`config.mk`:
```
export PLATFORM = sky130hd
export DESIGN_NAME = sync_filter_bank
export DESIGN_NICKNAME = d
export VERILOG_FILES = /design/src/rtl/sync_filter_bank.sv
export SDC_FILE = /design/constraint.sdc
export NUM_CORES = 1
export LEC_CHECK = 0
export ABC_AREA = 1
export ABC_CLOCK_PERIOD_IN_PS = 1900
export CAP_MARGIN = 20
export CORE_MARGIN = 2
export CORE_UTILIZATION = 53
export CTS_CLUSTER_SIZE = 16
export DETAILED_ROUTE_END_ITERATION = 12
export MAX_ROUTING_LAYER = met4
export PLACE_DENSITY = 0.78
export SYNTH_ARGS = -nofsm -noshare
export SYNTH_HDL_FRONTEND = slang
export SYNTH_SLANG_ARGS = --single-unit
```
`constraint.sdc`:
```
create_clock -name clk_i -period 1.9 [get_ports clk_i]
set_input_delay 0.38 -clock clk_i [delete_from_list [all_inputs] [get_ports clk_i]]
set_output_delay 0.38 -clock clk_i [all_outputs]
set_load 0.05 [all_outputs]
```
`src/rtl/sync_filter_bank.sv`:
```
// Multi-channel input conditioner: per channel a synchroniser, a saturating
// up/down integrator, a hysteresis comparator and registered edge strobes.

module sync_filter_lane #(
    parameter int   SYNC_STAGES = 2,
    parameter int   CTR_WIDTH   = 4,
    parameter int   HIGH_THRESH = 12,
    parameter int   LOW_THRESH  = 3,
    parameter logic RESET_VAL   = 1'b0,
    parameter logic INVERT      = 1'b0
) (
    input  logic clk_i,
    input  logic rst_i,
    input  logic en_i,
    input  logic clr_i,
    input  logic async_i,
    output logic clean_o,
    output logic rise_o,
    output logic fall_o
);
    localparam logic [CTR_WIDTH-1:0] CTR_MAX = {CTR_WIDTH{1'b1}};
    localparam logic [CTR_WIDTH-1:0] CTR_ONE = CTR_WIDTH'(1);
    localparam logic [CTR_WIDTH-1:0] HI_T    = CTR_WIDTH'(HIGH_THRESH);
    localparam logic [CTR_WIDTH-1:0] LO_T    = CTR_WIDTH'(LOW_THRESH);
    localparam logic [CTR_WIDTH-1:0] CTR_RST = RESET_VAL ? CTR_MAX : '0;

    logic [SYNC_STAGES-1:0] sync_q;
    logic [CTR_WIDTH-1:0]   ctr_q;
    logic [CTR_WIDTH-1:0]   ctr_d;
    logic                   s;
    logic                   clean_d;
    logic                   init;

    assign init = rst_i | clr_i;

    // Plain flop chain; the clear is the only thing besides the shift.
    always_ff @(posedge clk_i) begin
        if (init) sync_q <= '0;
        else      sync_q <= {sync_q[SYNC_STAGES-2:0], async_i};
    end

    always_comb begin
        s       = sync_q[SYNC_STAGES-1] ^ INVERT;
        ctr_d   = ctr_q;
        clean_d = clean_o;
        if (s && (ctr_q != CTR_MAX))      ctr_d = ctr_q + CTR_ONE;
        else if (!s && (ctr_q != '0))     ctr_d = ctr_q - CTR_ONE;
        // Hysteresis looks at the registered count, not ctr_d.
        if (ctr_q >= HI_T)                clean_d = 1'b1;
        else if (ctr_q <= LO_T)           clean_d = 1'b0;
    end

    always_ff @(posedge clk_i) begin
        if (init) begin
            ctr_q   <= CTR_RST;
            clean_o <= RESET_VAL;
            rise_o  <= 1'b0;
            fall_o  <= 1'b0;
        end else if (en_i) begin
            ctr_q   <= ctr_d;
            clean_o <= clean_d;
            rise_o  <= clean_d & ~clean_o;
            fall_o  <= ~clean_d & clean_o;
        end else begin
            rise_o  <= 1'b0;
            fall_o  <= 1'b0;
        end
    end
endmodule

module sync_filter_bank #(
    parameter int              N_CH        = 4,
    parameter int              SYNC_STAGES = 2,
    parameter int              CTR_WIDTH   = 4,
    parameter int              HIGH_THRESH = 12,
    parameter int              LOW_THRESH  = 3,
    parameter logic [N_CH-1:0] RESET_VAL   = {N_CH{1'b0}},
    parameter logic [N_CH-1:0] INVERT      = {N_CH{1'b0}}
) (
    input  logic            clk_i,
    input  logic            rst_i,
    input  logic            en_i,
    input  logic [N_CH-1:0] clr_i,
    input  logic [N_CH-1:0] async_i,
    output logic [N_CH-1:0] clean_o,
    output logic [N_CH-1:0] rise_o,
    output logic [N_CH-1:0] fall_o
);
    localparam int CTR_MAX_I = (1 << CTR_WIDTH) - 1;

    if (!((LOW_THRESH < HIGH_THRESH) && (HIGH_THRESH <= CTR_MAX_I))) begin : g_bad_thresh
        $fatal(1, "sync_filter_bank: need LOW_THRESH < HIGH_THRESH <= 2^CTR_WIDTH-1");
    end
    if (SYNC_STAGES < 2 || SYNC_STAGES > 4) begin : g_bad_sync
        $fatal(1, "sync_filter_bank: SYNC_STAGES must be 2..4");
    end
    if (N_CH < 1 || N_CH > 32) begin : g_bad_nch
        $fatal(1, "sync_filter_bank: N_CH must be 1..32");
    end

    for (genvar g = 0; g < N_CH; g++) begin : g_ch
        sync_filter_lane #(
            .SYNC_STAGES (SYNC_STAGES),
            .CTR_WIDTH   (CTR_WIDTH),
            .HIGH_THRESH (HIGH_THRESH),
            .LOW_THRESH  (LOW_THRESH),
            .RESET_VAL   (RESET_VAL[g]),
            .INVERT      (INVERT[g])
        ) u_lane (
            .clk_i   (clk_i),
            .rst_i   (rst_i),
            .en_i    (en_i),
            .clr_i   (clr_i[g]),
            .async_i (async_i[g]),
            .clean_o (clean_o[g]),
            .rise_o  (rise_o[g]),
            .fall_o  (fall_o[g])
        );
    end
endmodule

```
==> metrics.txt, run 1 <==
# TYPE chip_impl_metric gauge
chip_impl_metric{name="route.layer.met1.wl",unit="µm"} 1510
chip_impl_info{name="grt_setup_unrepaired",value="false"} 1
chip_impl_info{name="timing.critical_path.from",value="g_ch[0].u_lane.rise_o"} 1
chip_impl_metric{name="maxSlewViolCount",unit=""} 0
chip_impl_metric{name="syn_area",unit="µm²"} 1940
chip_impl_metric{name="register_area_share_after_synthesis",unit=""} 0.372
chip_impl_metric{name="core_area",unit="µm²"} 3420
chip_impl_metric{name="dr_wl_met3",unit="µm"} 191
chip_impl_metric{name="vertical_die_dimension",unit="µm"} 64.5
chip_impl_metric{name="placed_cells",unit=""} 324
chip_impl_metric{name="initial_core_utilization",unit=""} 0.568
chip_impl_metric{name="slew-limit-headroom",unit=""} 0.654
chip_impl_metric{name="ctsHoldBuffers",unit=""} 0
chip_impl_metric{name="multiInputGateArea",unit="µm²"} 986
chip_impl_metric{name="clockBufferDepth",unit=""} 2
chip_impl_info{name="tritoncts",value="done"} 1
chip_impl_info{name="netlist.top_cell.by_area",value="sky130_fd_sc_hd__dfxtp_1"} 1
chip_impl_metric{name="layout_net_count",unit=""} 308
chip_impl_metric{name="vias",unit=""} 1618
chip_impl_metric{name="synth_area_per_cell",unit="µm²"} 7.43
chip_impl_metric{name="yosys-mux-area-fraction",unit=""} 0
chip_impl_metric{name="synth_area_in_adders",unit=""} 0.0929
chip_impl_metric{name="reg2reg_slack",unit="ps"} 180
chip_impl_metric{name="clkLatencyLatePin",unit="ps"} 360
chip_impl_metric{name="place.detailed.hpwl",unit="µm"} 2670
chip_impl_metric{name="route.antenna.remaining_nets",unit=""} 0
chip_impl_metric{name="rr_worst_depth",unit=""} 12
chip_impl_metric{name="max-vdd-ir-drop",unit="mV"} 0.436
chip_impl_metric{name="cts.repair_timing.setup_buffer_count",unit=""} 0
chip_impl_info{name="timing.critical_path.from_type",value="flop"} 1
chip_impl_metric{name="grt_start_max_net_pins",unit=""} 13
chip_impl_metric{name="placement.cell_area",unit="µm²"} 2190
chip_impl_metric{name="drv.max_cap_violation_count",unit=""} 0
chip_impl_metric{name="globalRouteOverflowTotal",unit=""} 0
chip_impl_metric{name="count_of_unique_library_cells_instantiated_by_yosys",unit=""} 17
chip_impl_metric{name="power-per-cell-area",unit="nW/µm²"} 615
chip_impl_metric{name="num_antenna_cells",unit=""} 0
chip_impl_metric{name="whs",unit="ps"} 420
chip_impl_metric{name="grt_util_all_layers",unit=""} 0.198
chip_impl_metric{name="areaGrowthSynthToFinish",unit="%"} 16.8
chip_impl_metric{name="timing.final.crit_period",unit="ps"} 1860
chip_impl_metric{name="detailed_routing_iterations_pass_1",unit=""} 4
chip_impl_metric{name="largest_driver_fanout_on_the_critical_path",unit=""} 1
chip_impl_metric{name="clock_sink_count",unit=""} 36
chip_impl_metric{name="synth_largest_type_area_fraction",unit=""} 0.372
chip_impl_metric{name="detail_route.wirelength",unit="µm"} 3440
chip_impl_info{name="critical_path.cell_chain",value="clkdlybuf4s50_1"} 1
chip_impl_metric{name="routedWlPerCell",unit="µm"} 10.4
chip_impl_metric{name="finalWeightedCongestion",unit=""} 0.837
chip_impl_metric{name="seqCellArea",unit="µm²"} 732
chip_impl_metric{name="postSynthCellCount",unit=""} 261
chip_impl_metric{name="post-route-drc-count",unit=""} 0
chip_impl_metric{name="syn_nets",unit=""} 284
chip_impl_metric{name="design.portCount",unit=""} 23
chip_impl_info{name="setup.worst_path.class",value="flop to output port"} 1
chip_impl_metric{name="hold_viol",unit=""} 0
chip_impl_metric{name="worst_slew_pin_slew",unit="ps"} 517
chip_impl_metric{name="routed-wl-met2",unit="µm"} 1670
chip_impl_info{name="cpMaxStageDelayCell",value="sky130_fd_sc_hd__clkdlybuf4s50_1"} 1
chip_impl_metric{name="crit_required",unit="ps"} 1520
chip_impl_metric{name="die-area",unit="µm²"} 4160
chip_impl_info{name="timing.critical_path.to",value="rise_o[0]"} 1
chip_impl_metric{name="stdcell_count",unit=""} 331
chip_impl_metric{name="port_buffers",unit=""} 22
chip_impl_metric{name="highest_clock_frequency_the_design_can_meet",unit="MHz"} 538
chip_impl_metric{name="finalSetupViolations",unit=""} 0
chip_impl_metric{name="worst_clock_skew",unit="ps"} 10.8
chip_impl_info{name="clock-root-buffer",value="sky130_fd_sc_hd__clkbuf_4"} 1
chip_impl_metric{name="post-route-period-util",unit=""} 0.978
chip_impl_metric{name="cts-buffers-inserted",unit=""} 5
chip_impl_info{name="outcome",value="finished clean"} 1
chip_impl_metric{name="clock_tree.htree_level_count",unit=""} 2
chip_impl_metric{name="p_leak",unit="nW"} 0.920
chip_impl_info{name="synth_area_leaders",value="sky130_fd_sc_hd__dfxtp_1, sky130_fd_sc_hd__nand2_1, sky130_fd_sc_hd__nor2_1, sky130_fd_sc_hd__inv_1, sky130_fd_sc_hd__ha_1"} 1
chip_impl_metric{name="cp.depth",unit=""} 1
chip_impl_metric{name="final_cell_area",unit="µm²"} 2270
chip_impl_metric{name="critical_path.n_buffers_inverters",unit=""} 1
chip_impl_metric{name="min_delay_path_depth",unit=""} 2
chip_impl_metric{name="row_count",unit=""} 21
chip_impl_info{name="dominant_combinational_cell_family_by_area_after_synthesis",value="simple AND/OR/NAND/NOR gates"} 1
chip_impl_info{name="crit_path_end_kind",value="output port"} 1
chip_impl_info{name="r2r-end",value="g_ch[1].u_lane.ctr_q[3]"} 1
chip_impl_info{name="worstHoldPathType",value="flop to flop"} 1
chip_impl_info{name="route.top_layer_used",value="met4"} 1
chip_impl_metric{name="die_width",unit="µm"} 64.5
chip_impl_info{name="cp_top_family",value="buffers and inverters"} 1
chip_impl_metric{name="tns",unit="ps"} 0
chip_impl_info{name="worstReg2RegStart",value="g_ch[1].u_lane.ctr_q[3]"} 1
chip_impl_metric{name="synth-compound-area-share",unit=""} 0.0903
chip_impl_metric{name="grt_pass1_vias",unit=""} 1576
chip_impl_metric{name="final.fill_count",unit=""} 309
chip_impl_metric{name="grt_pass1_wl",unit="µm"} 6230
chip_impl_metric{name="fin_total_pwr",unit="mW"} 1.39
chip_impl_metric{name="initial_antenna_violation_count",unit=""} 0
chip_impl_metric{name="first_iter_violations",unit=""} 62
chip_impl_metric{name="post_drt_via_cell_ratio",unit=""} 4.89
chip_impl_metric{name="yosysWarningCount",unit=""} 0
chip_impl_metric{name="cpPeakStageDelay",unit="ps"} 790
chip_impl_metric{name="fraction_of_the_mapped_netlist_area_in_simple_logic_gates",unit=""} 0.307
chip_impl_metric{name="layout-drive-gt1-share",unit=""} 0.168
chip_impl_metric{name="timing.critical_path.arrival",unit="ps"} 1480
chip_impl_metric{name="synth.ff_latch_count",unit=""} 36
chip_impl_metric{name="yosys.area_share.xor_xnor",unit=""} 0.0181
chip_impl_metric{name="clk_transition_reported_paths",unit="ps"} 110
[cell type report]
class | instances | share of cell area
Multi-Input combinational cell | 176 | 0.435
Sequential cell | 36 | 0.323
Timing Repair Buffer | 30 | 0.128
Inverter | 36 | 0.0596
Clock buffer | 7 | 0.0287
Tap cell | 46 | 0.0254
[cell families after synthesis]
| family | count (synthesis) |
|---|---|
| fa+ha+maj | 12 |
| flops | 36 |
| buf+inv | 49 |
| compound gates | 32 |
| xor+xnor | 4 |
| simple gates | 128 |
[sequential cells by signal, summed over array words and instances (netlist names)]
name and count:
g_ch.u_lane.ctr_q 16, g_ch.u_lane.sync_q 8, g_ch.u_lane.clean_o 4, g_ch.u_lane.fall_o 4, g_ch.u_lane.rise_o 4
[synth_stat cells]
| cell | instances |
|---|---|
| sky130_fd_sc_hd__nand3_4 | 3 |
| sky130_fd_sc_hd__o21ai_0 | 12 |
| sky130_fd_sc_hd__nand3_2 | 1 |
| sky130_fd_sc_hd__nor3_1 | 8 |
| sky130_fd_sc_hd__nand2_1 | 45 |
| sky130_fd_sc_hd__o21ai_2 | 4 |
| sky130_fd_sc_hd__fa_1 | 4 |
| sky130_fd_sc_hd__ha_1 | 8 |
| sky130_fd_sc_hd__buf_4 | 13 |
| sky130_fd_sc_hd__nor2_1 | 40 |
| sky130_fd_sc_hd__nand3_1 | 16 |
| sky130_fd_sc_hd__a21oi_1 | 16 |
| sky130_fd_sc_hd__inv_1 | 36 |
| sky130_fd_sc_hd__dfxtp_1 | 36 |
| sky130_fd_sc_hd__xor2_1 | 4 |
| sky130_fd_sc_hd__nand2_2 | 7 |
| sky130_fd_sc_hd__nor2_2 | 8 |
[where the power goes]
group | internal, mW | leakage, nW | switching, mW
clock network | 0.210 | 0.0374 | 0.257
registers | 0.767 | 0.295 | 0.0101
logic | 0.0674 | 0.587 | 0.0827
[cells in the final DEF (no fill, tap or decap)]
master / n
sky130_fd_sc_hd__clkbuf_8: 2
sky130_fd_sc_hd__inv_1: 36
sky130_fd_sc_hd__o21ai_2: 4
sky130_fd_sc_hd__a21oi_1: 16
sky130_fd_sc_hd__nor2_2: 8
sky130_fd_sc_hd__nor2_1: 40
sky130_fd_sc_hd__nand3_4: 3
sky130_fd_sc_hd__nand3_1: 16
sky130_fd_sc_hd__nor3_1: 8
sky130_fd_sc_hd__ha_1: 8
sky130_fd_sc_hd__dlymetal6s2s_1: 1
sky130_fd_sc_hd__clkbuf_4: 5
sky130_fd_sc_hd__clkdlybuf4s50_1: 18
sky130_fd_sc_hd__xor2_1: 4
sky130_fd_sc_hd__nand2_2: 7
sky130_fd_sc_hd__buf_12: 1
sky130_fd_sc_hd__buf_4: 8
sky130_fd_sc_hd__dfxtp_2: 9
sky130_fd_sc_hd__nand2_1: 45
sky130_fd_sc_hd__nand3_2: 1
sky130_fd_sc_hd__dlygate4sd2_1: 2
sky130_fd_sc_hd__fa_1: 4
sky130_fd_sc_hd__dfxtp_1: 27
sky130_fd_sc_hd__o21ai_0: 12
[per-stage QoR]
step            util  worst slack, ps
3_5_place_dp   0.641              144
4_1_cts        0.659             2.51
5_1_grt        0.663             7.03
2_1_floorplan      -              325
6_report       0.663             42.5
3_3_place_gp   0.641              184
[worst min-delay path by stage]
| stage | end | startpoint | slack (ps) |
|---|---|---|---|
| after detailed placement | g_ch[1].u_lane.sync_q[1] | g_ch[1].u_lane.sync_q[0] | 400 |
| after floorplan | g_ch[0].u_lane.sync_q[1] | g_ch[0].u_lane.sync_q[0] | 390 |
| after CTS | g_ch[1].u_lane.sync_q[1] | g_ch[1].u_lane.sync_q[0] | 420 |
| after global routing | g_ch[0].u_lane.sync_q[1] | g_ch[0].u_lane.sync_q[0] | 430 |
| final | g_ch[1].u_lane.sync_q[1] | g_ch[1].u_lane.sync_q[0] | 420 |
| after global placement | g_ch[1].u_lane.sync_q[1] | g_ch[1].u_lane.sync_q[0] | 390 |
[what timing repair did]
action                     4_1_cts  5_1_grt
setup endpoints to repair        2        5
gates resized for setup          2       10
pin swaps                        0        0
[routing by layer]
| layer | track usage | vias to the layer above |
|---|---|---|
| li1 | - | 861 |
| met1 | 0.217 | 709 |
| met2 | 0.344 | 40 |
| met3 | 0.0417 | 8 |
| met4 | 0.0931 | 0 |
| met5 | - | - |
(Power assumes the default switching activity.)
==> run 2, diff against run 1 <==
--- a/config.mk
+++ b/config.mk
@@ -13,7 +13,7 @@
 export CTS_CLUSTER_SIZE = 16
 export DETAILED_ROUTE_END_ITERATION = 12
 export MAX_ROUTING_LAYER = met4
-export PLACE_DENSITY = 0.78
+export PLACE_DENSITY_LB_ADDON = 0.1
 export SYNTH_ARGS = -nofsm -noshare
 export SYNTH_HDL_FRONTEND = slang
 export SYNTH_SLANG_ARGS = --single-unit
==> run 2 against run 1 <==
Compared with the run above: worst hold slack worse by 6.0 ps; non-clock buffer count up 3; highest routed layer unchanged; final cell count up 0.91%; clock power down 3%; combinational power about the same; wire length down 3.5%.
==> metrics.txt, run 2 (same netlist as run 1, synthesis figures left out) <==
# TYPE chip_impl_metric gauge
chip_impl_metric{name="first_iter_violations",unit=""} 79
chip_impl_metric{name="rr_worst_depth",unit=""} 11
chip_impl_metric{name="timing.critical_path.arrival",unit="ps"} 1490
chip_impl_metric{name="clkLatencyLatePin",unit="ps"} 330
chip_impl_metric{name="core_area",unit="µm²"} 3420
chip_impl_metric{name="num_antenna_cells",unit=""} 0
chip_impl_metric{name="critical_path.n_buffers_inverters",unit=""} 1
chip_impl_info{name="worstHoldStart",value="g_ch[1].u_lane.sync_q[0]"} 1
chip_impl_metric{name="port_buffers",unit=""} 22
chip_impl_info{name="clock-root-buffer",value="sky130_fd_sc_hd__clkbuf_4"} 1
chip_impl_metric{name="hold_viol",unit=""} 0
chip_impl_metric{name="seqCellArea",unit="µm²"} 729
chip_impl_metric{name="vertical_die_dimension",unit="µm"} 64.5
chip_impl_metric{name="grt_util_all_layers",unit=""} 0.194
chip_impl_metric{name="largest_driver_fanout_on_the_critical_path",unit=""} 3
chip_impl_info{name="worstReg2RegStart",value="g_ch[1].u_lane.ctr_q[3]"} 1
chip_impl_metric{name="maxSlewViolCount",unit=""} 0
chip_impl_metric{name="power-per-cell-area",unit="nW/µm²"} 601
chip_impl_info{name="worstHoldPathType",value="flop to flop"} 1
chip_impl_metric{name="finalSetupViolations",unit=""} 0
chip_impl_metric{name="initial_antenna_violation_count",unit=""} 0
chip_impl_metric{name="timing.final.crit_period",unit="ps"} 1870
chip_impl_metric{name="design.portCount",unit=""} 23
chip_impl_metric{name="die-area",unit="µm²"} 4160
chip_impl_metric{name="detailed_routing_iterations_pass_1",unit=""} 4
chip_impl_info{name="crit_path_end_kind",value="output port"} 1
chip_impl_metric{name="largest_reg_flops",unit=""} 16
chip_impl_metric{name="clockBufferDepth",unit=""} 2
chip_impl_metric{name="fin_total_pwr",unit="mW"} 1.38
chip_impl_metric{name="highest_clock_frequency_the_design_can_meet",unit="MHz"} 535
chip_impl_metric{name="clock_tree.htree_level_count",unit=""} 2
chip_impl_metric{name="layout-drive-gt1-share",unit=""} 0.167
chip_impl_metric{name="post_drt_via_cell_ratio",unit=""} 4.78
chip_impl_info{name="cp_top_family",value="buffers and inverters"} 1
chip_impl_metric{name="clk_transition_reported_paths",unit="ps"} 100
chip_impl_info{name="tritoncts",value="done"} 1
chip_impl_metric{name="row_count",unit=""} 21
chip_impl_metric{name="cts.repair_timing.setup_buffer_count",unit=""} 0
chip_impl_metric{name="layout_net_count",unit=""} 311
chip_impl_metric{name="route.antenna.remaining_nets",unit=""} 0
chip_impl_metric{name="routedWlPerCell",unit="µm"} 9.94
chip_impl_info{name="timing.critical_path.from_type",value="flop"} 1
chip_impl_info{name="cpMaxStageDelayCell",value="sky130_fd_sc_hd__clkdlybuf4s50_1"} 1
chip_impl_metric{name="finalWeightedCongestion",unit=""} 0.795
chip_impl_metric{name="place.detailed.hpwl",unit="µm"} 2580
chip_impl_info{name="outcome",value="finished clean"} 1
chip_impl_metric{name="grt_pass1_wl",unit="µm"} 6130
chip_impl_metric{name="die_width",unit="µm"} 64.5
chip_impl_metric{name="crit_required",unit="ps"} 1520
chip_impl_metric{name="initial_core_utilization",unit=""} 0.568
chip_impl_metric{name="vias",unit=""} 1596
chip_impl_info{name="most-common-layout-cells",value="sky130_fd_sc_hd__nand2_1, sky130_fd_sc_hd__nor2_1, sky130_fd_sc_hd__inv_1, sky130_fd_sc_hd__dfxtp_1, sky130_fd_sc_hd__clkdlybuf4s50_1"} 1
chip_impl_info{name="grt_setup_unrepaired",value="false"} 1
chip_impl_metric{name="cts-buffers-inserted",unit=""} 5
chip_impl_metric{name="slew-limit-headroom",unit=""} 0.655
chip_impl_info{name="registers.top_by_ff_count",value="g_ch.u_lane.ctr_q"} 1
chip_impl_metric{name="worst_slew_pin_slew",unit="ps"} 516
chip_impl_metric{name="cpPeakStageDelay",unit="ps"} 810
chip_impl_metric{name="globalRouteOverflowTotal",unit=""} 0
chip_impl_metric{name="grt_start_max_net_pins",unit=""} 13
chip_impl_metric{name="detail_route.wirelength",unit="µm"} 3320
chip_impl_metric{name="final.fill_count",unit=""} 310
chip_impl_metric{name="min_delay_path_depth",unit=""} 2
chip_impl_metric{name="worst_clock_skew",unit="ps"} 5.69
chip_impl_metric{name="cp.depth",unit=""} 1
chip_impl_info{name="reg.largest.list",value="g_ch.u_lane.ctr_q x16, g_ch.u_lane.sync_q x8"} 1
chip_impl_metric{name="multiInputGateArea",unit="µm²"} 993
chip_impl_metric{name="areaGrowthSynthToFinish",unit="%"} 18.4
chip_impl_metric{name="final_critical_path_setup_slack",unit="ps"} 32.5
chip_impl_metric{name="max-vdd-ir-drop",unit="mV"} 0.464
chip_impl_metric{name="drv.max_cap_violation_count",unit=""} 0
chip_impl_info{name="critical_path.cell_chain",value="clkdlybuf4s50_1"} 1
chip_impl_metric{name="p_leak",unit="nW"} 0.934
chip_impl_info{name="final_common_cell",value="sky130_fd_sc_hd__nand2_1"} 1
chip_impl_metric{name="pre_cts_ws",unit="ps"} 152
chip_impl_metric{name="clock_sink_count",unit=""} 36
chip_impl_metric{name="post-route-drc-count",unit=""} 0
chip_impl_metric{name="tns",unit="ps"} 0
chip_impl_metric{name="post-route-period-util",unit=""} 0.983
chip_impl_metric{name="grt_pass1_vias",unit=""} 1544
chip_impl_info{name="timing.critical_path.from",value="g_ch[2].u_lane.clean_o"} 1
chip_impl_info{name="setup.worst_path.class",value="flop to output port"} 1
run 2: changes by cell type in the layout (fill, tap and decap cells not counted), sizes merged:
| cell | delta |
|---|---|
| buf | +2 |
| clkdlybuf4s50 | +1 |
run 2: what timing repair did:
action                     in CTS  in global routing
gates resized for setup         2                  9
hold buffers                    0                  0
setup endpoints to repair       2                  4
run 2: layout make-up:
| class | count | share of cell area |
|---|---|---|
| clock buffer | 7 | 0.0283 |
| multi-input combinational | 176 | 0.433 |
| sequential | 36 | 0.318 |
| tap | 46 | 0.0251 |
| timing repair buffer | 33 | 0.137 |
| inverter | 36 | 0.0589 |
run 2: worst paths after layout:
kind	end	slack (ps)
max reg2reg	g_ch[1].u_lane.ctr_q[3]	200
min reg2reg	g_ch[1].u_lane.sync_q[1]	410
min	g_ch[1].u_lane.sync_q[1]	410
max	clean_o[2]	30
run 2: routing by layer:
metal  GRT usage  wire (µm)  vias up
met5           -          0        -
met4      0.0718         44        0
met3      0.0417        158        5
met2       0.336       1540       30
met1       0.220       1580      697
li1            -          -      864
run 2: where the power goes:
part / total (mW) / internal, mW / switching (mW) / leakage, nW
Clock: 0.452 / 0.210 / 0.242 / 0.0374
Sequential: 0.776 / 0.766 / 0.00930 / 0.294
Combinational: 0.153 / 0.0699 / 0.0828 / 0.602
run 2: stage by stage:
stage / util / area, µm² / hold slack (ps) / cells
after global routing: 0.672 / 2300 / 431 / 334
after CTS: 0.667 / 2280 / 422 / 334
final: 0.672 / 2300 / 414 / 334
after detailed placement: 0.648 / 2210 / 405 / 327
after global placement: 0.648 / 2210 / 397 / 327
after floorplan: - / 1940 / 394 / 261
==> run 3, diff against run 2 <==
--- a/config.mk
+++ b/config.mk
@@ -10,10 +10,13 @@
 export CAP_MARGIN = 20
 export CORE_MARGIN = 2
 export CORE_UTILIZATION = 53
+export CTS_BUF_LIST = sky130_fd_sc_hd__clkbuf_16
 export CTS_CLUSTER_SIZE = 16
 export DETAILED_ROUTE_END_ITERATION = 12
+export GPL_TIMING_DRIVEN = 0
 export MAX_ROUTING_LAYER = met4
 export PLACE_DENSITY_LB_ADDON = 0.1
+export SKIP_CTS_REPAIR_TIMING = 1
 export SYNTH_ARGS = -nofsm -noshare
 export SYNTH_HDL_FRONTEND = slang
 export SYNTH_SLANG_ARGS = --single-unit
==> run 3 against run 2 <==
Compared with the run above: total power grew 21%; final cell count grew 0.90%; sequential share of layout area down 1.2 points; largest cell class unchanged; highest routed layer unchanged.
==> metrics.txt, run 3 (same netlist as run 1, synthesis figures left out) <==
# TYPE chip_impl_metric gauge
chip_impl_metric{name="placement.cell_area",unit="µm²"} 2220
chip_impl_info{name="worstHoldPathType",value="flop to flop"} 1
chip_impl_metric{name="post-route-drc-count",unit=""} 0
chip_impl_metric{name="first_iter_violations",unit=""} 80
chip_impl_info{name="crit_path_end_kind",value="output port"} 1
chip_impl_metric{name="initial_core_utilization",unit=""} 0.568
chip_impl_metric{name="post-route-period-util",unit=""} 0.974
chip_impl_metric{name="die-area",unit="µm²"} 4160
chip_impl_metric{name="largest_driver_fanout_on_the_critical_path",unit=""} 1
chip_impl_info{name="grt_setup_unrepaired",value="true"} 1
chip_impl_metric{name="place.detailed.hpwl",unit="µm"} 2540
chip_impl_metric{name="grt_pass1_wl",unit="µm"} 6020
chip_impl_metric{name="vias",unit=""} 1594
chip_impl_info{name="final_common_cell",value="sky130_fd_sc_hd__nand2_1"} 1
chip_impl_metric{name="p_leak",unit="nW"} 1.03
chip_impl_metric{name="post_drt_via_cell_ratio",unit=""} 4.73
chip_impl_metric{name="initial_antenna_violation_count",unit=""} 0
chip_impl_metric{name="final.fill_count",unit=""} 280
chip_impl_metric{name="row_count",unit=""} 21
chip_impl_info{name="most-common-layout-cells",value="sky130_fd_sc_hd__nand2_1, sky130_fd_sc_hd__nor2_1, sky130_fd_sc_hd__inv_1, sky130_fd_sc_hd__dfxtp_1, sky130_fd_sc_hd__clkdlybuf4s50_1"} 1
chip_impl_metric{name="design.portCount",unit=""} 23
chip_impl_metric{name="slew-limit-headroom",unit=""} 0.650
chip_impl_info{name="tritoncts",value="done"} 1
chip_impl_metric{name="cpPeakStageDelay",unit="ps"} 810
chip_impl_metric{name="highest_clock_frequency_the_design_can_meet",unit="MHz"} 540
chip_impl_info{name="outcome",value="finished clean"} 1
chip_impl_metric{name="max-vdd-ir-drop",unit="mV"} 0.451
chip_impl_info{name="timing.critical_path.from_type",value="flop"} 1
chip_impl_metric{name="clkLatencyLatePin",unit="ps"} 270
chip_impl_metric{name="globalRouteOverflowTotal",unit=""} 0
chip_impl_metric{name="clock_sink_count",unit=""} 36
chip_impl_metric{name="cts-buffers-inserted",unit=""} 5
chip_impl_metric{name="timing.final.crit_period",unit="ps"} 1850
chip_impl_info{name="clock-root-buffer",value="sky130_fd_sc_hd__clkbuf_16"} 1
chip_impl_metric{name="clk_transition_reported_paths",unit="ps"} 50
chip_impl_metric{name="die_width",unit="µm"} 64.5
chip_impl_info{name="registers.top_by_ff_count",value="g_ch.u_lane.ctr_q"} 1
chip_impl_metric{name="port_buffers",unit=""} 22
chip_impl_info{name="cpMaxStageDelayCell",value="sky130_fd_sc_hd__clkdlybuf4s50_1"} 1
chip_impl_metric{name="final_cell_area",unit="µm²"} 2410
chip_impl_metric{name="power-per-cell-area",unit="nW/µm²"} 693
chip_impl_metric{name="crit_required",unit="ps"} 1520
chip_impl_metric{name="grt_start_max_net_pins",unit=""} 11
chip_impl_metric{name="routedWlPerCell",unit="µm"} 10.2
chip_impl_metric{name="maxSlewViolCount",unit=""} 0
chip_impl_metric{name="timing.critical_path.arrival",unit="ps"} 1470
chip_impl_info{name="reg.largest.list",value="g_ch.u_lane.ctr_q x16, g_ch.u_lane.sync_q x8"} 1
chip_impl_metric{name="route.antenna.remaining_nets",unit=""} 0
chip_impl_metric{name="layout_net_count",unit=""} 313
chip_impl_metric{name="clock_tree.htree_level_count",unit=""} 2
chip_impl_metric{name="finalSetupViolations",unit=""} 0
chip_impl_metric{name="worst_clock_skew",unit="ps"} 3.43
chip_impl_metric{name="finalWeightedCongestion",unit=""} 0.851
chip_impl_metric{name="clockBufferDepth",unit=""} 2
chip_impl_info{name="critical_path.cell_chain",value="buf_4 -> clkdlybuf4s50_1"} 1
chip_impl_metric{name="grt_util_all_layers",unit=""} 0.196
chip_impl_metric{name="vertical_die_dimension",unit="µm"} 64.5
chip_impl_info{name="cp_top_family",value="buffers and inverters"} 1
chip_impl_metric{name="layout-drive-gt1-share",unit=""} 0.192
chip_impl_metric{name="worst_slew_pin_slew",unit="ps"} 523
chip_impl_metric{name="largest_reg_flops",unit=""} 16
chip_impl_metric{name="areaGrowthSynthToFinish",unit="%"} 24.5
chip_impl_metric{name="grt_pass1_vias",unit=""} 1495
chip_impl_metric{name="core_area",unit="µm²"} 3420
chip_impl_metric{name="whs",unit="ps"} 408
chip_impl_metric{name="detail_route.wirelength",unit="µm"} 3420
chip_impl_metric{name="detailed_routing_iterations_pass_1",unit=""} 4
chip_impl_info{name="setup.worst_path.class",value="flop to output port"} 1
chip_impl_metric{name="critical_path.n_buffers_inverters",unit=""} 2
chip_impl_metric{name="hold_viol",unit=""} 0
chip_impl_metric{name="num_antenna_cells",unit=""} 0
chip_impl_metric{name="drv.max_cap_violation_count",unit=""} 0
## run 3: changes by cell type in the layout (fill, tap and decap cells not counted), sizes merged
cell,change
buf,+2
clkbuf,-2
clkdlybuf4s50,-1
clkinv,+1
dlygate4sd2,-2
dlymetal6s2s,+3
inv,+2
## run 3: stage by stage
stage | total power, mW | util | setup slack [ps] | TNS [ps] | cells
after floorplan | 0.889 | - | 325 | 0 | 261
after global placement | 0.930 | 0.649 | 114 | 0 | 329
after detailed placement | 0.933 | 0.649 | 102 | 0 | 329
after CTS | 1.69 | 0.689 | -32.3 | -42.1 | 337
after global routing | 1.76 | 0.707 | -63.8 | -63.8 | 337
final | 1.67 | 0.707 | 49.5 | 0 | 337
## run 3: worst register-to-register path: stages, from the launching register on
cell                      delay, ps
sky130_fd_sc_hd__dfxtp_2        370
sky130_fd_sc_hd__nand2_1        120
sky130_fd_sc_hd__o21ai_4        190
sky130_fd_sc_hd__ha_2           330
sky130_fd_sc_hd__nand2_1         90
sky130_fd_sc_hd__nand2_1         50
sky130_fd_sc_hd__nor2_1          90
sky130_fd_sc_hd__nand2_1         50
sky130_fd_sc_hd__nand2_1         90
sky130_fd_sc_hd__nor2_2          50
sky130_fd_sc_hd__nand2_1         50
sky130_fd_sc_hd__nand2_1         40
sky130_fd_sc_hd__nor2_1         120
## run 3: layout make-up
class | count | area, µm² | share of cell area
buffer | 13 | 97.6 | 0.0404
clock buffer | 5 | 125 | 0.0518
clock inverter | 3 | 11.3 | 0.00467
inverter | 36 | 135 | 0.0560
multi-input combinational | 176 | 1020 | 0.422
sequential | 36 | 738 | 0.306
tap | 46 | 57.6 | 0.0238
timing repair buffer | 22 | 230 | 0.0954
## run 3: path summary, 6_finish.rpt
path | start | endpoint | slack (ps) | cells past startpoint
max | g_ch[3].u_lane.fall_o | fall_o[3] | 50 | 2
min reg2reg | g_ch[2].u_lane.sync_q[0] | g_ch[2].u_lane.sync_q[1] | 410 | 2
min | g_ch[2].u_lane.sync_q[0] | g_ch[2].u_lane.sync_q[1] | 410 | 2
max reg2reg | g_ch[0].u_lane.ctr_q[1] | g_ch[0].u_lane.ctr_q[3] | 160 | 12
## run 3: per-layer routing
metal,up-vias,track usage,share of wire
li1,868,-,-
met1,698,0.220,0.46
met2,26,0.322,0.49
met3,2,0.0694,0.041
met4,0,0.0718,0.0061
met5,-,-,0
## run 3: power by group
group | leakage [nW] | total, mW | switching [mW] | internal, mW
clock | 0.0738 | 0.751 | 0.280 | 0.471
combinational | 0.658 | 0.139 | 0.0780 | 0.0608
sequential | 0.298 | 0.782 | 0.0130 | 0.769
total | 1.03 | 1.67 | 0.371 | 1.30
